<file path="src/rtl/fpaddsub_stream_ctrl.sv">
// rtl/fpaddsub_stream_ctrl.sv - stream front/back end with credit-guarded result FIFO for the FP add/sub core
module fpaddsub_stream_ctrl #(
  parameter int LATENCY    = 11,
  parameter int FIFO_DEPTH = 16,
  parameter int TAG_W      = 4
) (
  input  logic             clk,
  input  logic             rst,
  input  logic             in_valid,
  output logic             in_ready,
  input  logic [31:0]      in_a,
  input  logic [31:0]      in_b,
  input  logic             in_op,
  input  logic [TAG_W-1:0] in_tag,
  output logic [31:0]      core_a,
  output logic [31:0]      core_b,
  output logic             core_ctrl,
  input  logic [31:0]      core_z,
  input  logic [4:0]       core_flags,
  output logic             out_valid,
  input  logic             out_ready,
  output logic [31:0]      out_z,
  output logic [4:0]       out_flags,
  output logic [TAG_W-1:0] out_tag,
  output logic [4:0]       flag_acc,
  input  logic             flag_clr
);

  localparam int AW = $clog2(FIFO_DEPTH);
  localparam int IW = $clog2(LATENCY + 1);
  localparam int OW = AW + 1;
  localparam int CW = ((IW > OW) ? IW : OW) + 1;
  localparam int EW = 32 + 5 + TAG_W;

  logic             accept;
  logic             push;
  logic             pop;
  logic [CW-1:0]    credit_used;

  logic [LATENCY-1:0] vld_q;
  logic [TAG_W-1:0]   tag_q [LATENCY];
  logic [IW-1:0]      inflight_q, inflight_d;
  logic [OW-1:0]      occ_q, occ_d;
  logic [AW-1:0]      wr_ptr_q, rd_ptr_q;
  logic [EW-1:0]      mem_q [FIFO_DEPTH];
  logic [4:0]         flag_acc_q, flag_acc_d;

  // Credits: every accepted op owns a FIFO slot from issue until it is popped
  always_comb begin
    credit_used = CW'(inflight_q) + CW'(occ_q);
    in_ready    = rst & (credit_used < CW'(FIFO_DEPTH));
    accept      = in_valid & in_ready;
    push        = vld_q[LATENCY-1];
    out_valid   = (occ_q != '0);
    pop         = out_valid & out_ready;
    core_a      = accept ? in_a  : 32'd0;
    core_b      = accept ? in_b  : 32'd0;
    core_ctrl   = accept ? in_op : 1'b0;
  end

  assign {out_z, out_flags, out_tag} = mem_q[rd_ptr_q];
  assign flag_acc = flag_acc_q;

  // Next-state counters and sticky flag accumulator; a clear coinciding with a pop keeps the popped flags
  always_comb begin
    inflight_d = inflight_q + IW'(accept) - IW'(push);
    occ_d      = occ_q + OW'(push) - OW'(pop);
    flag_acc_d = flag_acc_q;
    if (flag_clr) flag_acc_d = 5'd0;
    if (pop)      flag_acc_d = flag_acc_d | out_flags;
  end

  // Tracking pipeline mirrors the core; clearing it on reset discards results still in the core
  always_ff @(posedge clk or negedge rst) begin
    if (!rst) begin
      vld_q <= '0;
      for (int i = 0; i < LATENCY; i++) tag_q[i] <= '0;
    end else begin
      vld_q    <= {vld_q[LATENCY-2:0], accept};
      tag_q[0] <= in_tag;
      for (int i = 1; i < LATENCY; i++) tag_q[i] <= tag_q[i-1];
    end
  end

  // Result FIFO storage, pointers and counters; pointers wrap naturally at the power-of-two depth
  always_ff @(posedge clk or negedge rst) begin
    if (!rst) begin
      for (int i = 0; i < FIFO_DEPTH; i++) mem_q[i] <= '0;
      wr_ptr_q   <= '0;
      rd_ptr_q   <= '0;
      inflight_q <= '0;
      occ_q      <= '0;
      flag_acc_q <= '0;
    end else begin
      if (push) begin
        mem_q[wr_ptr_q] <= {core_z, core_flags, tag_q[LATENCY-1]};
        wr_ptr_q        <= wr_ptr_q + AW'(1);
      end
      if (pop) rd_ptr_q <= rd_ptr_q + AW'(1);
      inflight_q <= inflight_d;
      occ_q      <= occ_d;
      flag_acc_q <= flag_acc_d;
    end
  end

endmodule

</file>
<file path="config.mk">
export PLATFORM = sky130hd
export DESIGN_NAME = fpaddsub_stream_ctrl
export DESIGN_NICKNAME = d
export VERILOG_FILES = /design/src/rtl/fpaddsub_stream_ctrl.sv
export SDC_FILE = /design/constraint.sdc
export NUM_CORES = 1
export LEC_CHECK = 0
export ABC_AREA = 1
export BUFFER_PORTS_ARGS = -buffer_cell sky130_fd_sc_hd__buf_2
export CAP_MARGIN = 20
export CELL_PAD_IN_SITES_DETAIL_PLACEMENT = 0
export CELL_PAD_IN_SITES_GLOBAL_PLACEMENT = 1
export CORE_MARGIN = 4
export CORE_UTILIZATION = 27
export CTS_CLUSTER_DIAMETER = 30
export DETAILED_ROUTE_END_ITERATION = 12
export PLACE_DENSITY = 0.51
export SYNTH_ARGS = -nofsm -noshare
export SYNTH_HDL_FRONTEND = slang
export SYNTH_SLANG_ARGS = --single-unit
</file>
<file path="constraint.sdc">
create_clock -name clk -period 2.8 [get_ports clk]
set_input_delay 0.7 -clock clk [delete_from_list [all_inputs] [get_ports clk]]
set_output_delay 0.7 -clock clk [all_outputs]
set_load 0.02 [all_outputs]
</file>
==> metrics.json <==
{
  "grt": {
    "grt_overflow_total": 0,
    "track_usage_pct": 18.6,
    "first_global_vias": 28114,
    "grt_max_degree": 145,
    "grt_antenna_before_repair": 6,
    "grt_first_pass_wirelength_mm": 180
  },
  "die": {
    "placement_rows": 127,
    "die_width_um": 355,
    "start_util_pct": 27.2,
    "design.portCount": 224,
    "floorplan.die.height_um": 355,
    "dieArea_mm2": 0.126,
    "core_region_area_mm2": 0.120
  },
  "power": {
    "netSwitchingFraction_pct": 33.9,
    "share_comb_of_total_power_pct": 33.4,
    "switching_power_uw": 19400,
    "intPower_uw": 37800,
    "post-layout-total-power_uw": 57300,
    "power.density_mw_per_mm2": 1230,
    "seq_power_share_pct": 24.0,
    "power.clock.fraction_pct": 42.6,
    "ir_worst_vdd_mv": 0.831,
    "p_leak_uw": 0.0220
  },
  "clocking": {
    "cts_tree": "done",
    "cts_made_buffers": 204,
    "clockRootBuffer": "clkbuf_16",
    "clock_latency_reported_for_the_late_side_of_the_worst_skew_pair_ns": 0.77,
    "cts_sinks": 733,
    "cts_buffer_depth": 3,
    "clk_pin_slew_ns": 0.05,
    "htreeDepth": 4
  },
  "setup_path": {
    "critical-path-top-cell-by-count": "buf_12",
    "crit_path_cell_trace": "inv_12 > buf_16 > buf_12 > buf_12 > clkbuf_16 > nor2_4 > o211ai_1 > nand3_1 > nand2_4 > buf_6",
    "cp_data_required_time_ns": 2.10,
    "cp.arrival_ns": 2.58,
    "crit_path_top_delay_cell": "dfrtp_4",
    "critPathMaxFanout": 7,
    "slowest_delay_ns": 0.54,
    "end_kind": "output port",
    "setup.worst_path.start_class": "flop",
    "critPathKind": "flop to output port"
  },
  "placed_design": {
    "placed_cells": 5519,
    "placed_area_mm2": 0.0359,
    "post-dp-hpwl_mm": 63.3,
    "place.gp.congestion": 0.700,
    "buffer_ports.inserted": 223
  },
  "status": {
    "violations": "setup timing",
    "status": "complete, but fails checks"
  },
  "yosys": {
    "post_synth_num_cell_types": 26,
    "synth_area_per_cell_um2": 8.36,
    "synth.net_count": 4028,
    "yosys_warnings": 0,
    "number_of_flip_flops_and_latches_in_the_synthesized_netlist": 733,
    "post_synthesis_cell_area_mm2": 0.0326,
    "syn-instance-count": 3897,
    "seq_area_frac_synth_pct": 56.3
  },
  "timing": {
    "finClkSkew_ns": 0.0198,
    "worst_hold_slack_ns": 0.0323,
    "max_clock_freq_mhz": 305,
    "period_needed_ns": 3.28,
    "final-max-slew-violation-count": 0,
    "report.final.setup_viol": 107,
    "rsz0062_at_grt": "true",
    "hold_viol": 0,
    "period_share_pct": 117,
    "fin_ws_ns": -0.475,
    "worstMarginPinSlew_ns": 1.03,
    "timing.slew.headroom_pct": 31.1
  },
  "detailed_routing": {
    "drc": 0,
    "drt_first_pass_iters": 5,
    "antenna_left": 0,
    "drtIter0Drc": 1951,
    "routed_wl_mm": 121,
    "num_vias": 27863,
    "route.detailed.wl_per_inst_um": 20.2,
    "per_cell_via_count_in_the_routed_design": 4.65
  },
  "finish": {
    "fin_util_pct": 38.8,
    "syn_to_final_growth_pct": 42.8,
    "post_layout_nets": 4339,
    "design_area_mm2": 0.0465,
    "instances_no_fill": 5998,
    "final_layout_size_suffix_gt1_share_pct": 21.9,
    "fillCellCount": 12275,
    "antenna_cells_inserted": 0
  },
  "min_path": {
    "hold_class": "primary input to async pin"
  },
  "job": {
    "cap_viol_max_count": 0
  }
}
[placed cells by master, fill, tap and decap left out, drive strengths merged, types with 5 or more instances in the layout]
cell type	Yosys	final
nand2	801	801
dfrtp	733	733
clkinv	2	55
a21oi	111	111
nor2	434	434
inv	274	285
nand3	171	171
clkinvlp	0	16
ha	18	18
o21ai	913	913
buf	107	388
o211ai	108	108
dlygate4sd3	0	5
bufinv	0	30
xor2	10	10
clkbuf	206	296
[worst max-delay path, delay by kind of cell (launching register included)]
kind / cells / cell delay (ns)
buffers and inverters: 6 / 0.76
AO/OA/AOI/OAI: 1 / 0.15
AND/OR/NAND/NOR: 3 / 0.32
flip-flops: 1 / 0.54
[logic make-up after synthesis]
kind of cell	count (synthesis)	share of synthesized area, %
AND/OR/NAND/NOR	1408	17.0
AO/OA/AOI/OAI	1134	18.3
flip-flops	733	56.3
buffers and inverters	589	7.26
adder cells (fa/ha/maj)	20	0.815
XOR/XNOR	13	0.350
[sequential cells by signal, indices dropped and copies added (netlist names)]
register    flops
vld_q          11
mem_q         656
rd_ptr_q        4
inflight_q      4
occ_q           5
flag_acc        5
wr_ptr_q        4
tag_q          44
[repair_timing]
action                                 CTS  global route
gates cloned                            19            25
endpoints found under the hold margin   40             0
buffers inserted                        21            30
resized for setup                      308           255
hold buffers                             5             0
setup endpoints to repair              107           107
pin swaps                               16            69
[synthesized netlist by cell type (all sizes together)]
master    n  area share (%)
a21o      1           0.023
a21oi   111             1.7
buf     107             1.7
clkbuf  206             2.4
clkinv    2           0.023
dfrtp   733              56
fa        2            0.12
ha       18            0.69
inv     274             3.2
nand2   801             9.2
nand3   171             2.6
nand4     2           0.038
nor2    434             5.1
o211ai  108             2.5
o21ai   913              14
o21bai    1           0.023
xnor2     3           0.081
xor2     10            0.27
[power by group through the flow]
stage / Clock (µW) / Sequential [µW] / Combinational (µW)
2_1_floorplan: 0 / 13500 / 8780
3_3_place_gp: 0 / 13900 / 14300
3_5_place_dp: 0 / 13900 / 14400
4_1_cts: 24900 / 13700 / 17100
5_1_grt: 25500 / 14000 / 20900
6_report: 24400 / 13700 / 19100
[layer usage]
metal,global-route usage (%),share of wire (%),up-vias
met1,25.5,47,13695
met4,4.95,1.6,4
met5,0,0.021,-
met2,30.2,47,504
met3,3.43,3.7,164
li1,-,-,13496
[metrics by stage]
step           setup TNS, ns  setup slack, ns
6_report              -42.28           -0.475
5_1_grt               -57.24           -0.587
4_1_cts               -49.61           -0.574
3_5_place_dp               0            0.235
3_3_place_gp               0            0.233
2_1_floorplan              0            0.185
[layout make-up]
type	count	area [µm²]	area share (%)
clock buffer	274	5890	12.7
clock inverter	110	1460	3.13
inverter	276	1060	2.29
multi-input combinational	2575	12700	27.4
sequential	733	18400	39.5
tap	1612	2020	4.34
timing repair buffer	418	4980	10.7
[final timing paths]
check	start	end	slack, ns	cells past startpoint
max	rd_ptr_q[0]	out_tag[1]	-0.48	10
min	rst	mem_q[119]	0.03	2
max reg2reg	occ_q[1]	inflight_q[2]	0.21	14
min reg2reg	tag_q[27]	tag_q[23]	0.34	0
max in group asynchronous	rst	mem_q[306]	0.78	4
min in group clk	core_z[26]	mem_q[117]	0.16	3
Power figures use the tool's default switching activity.
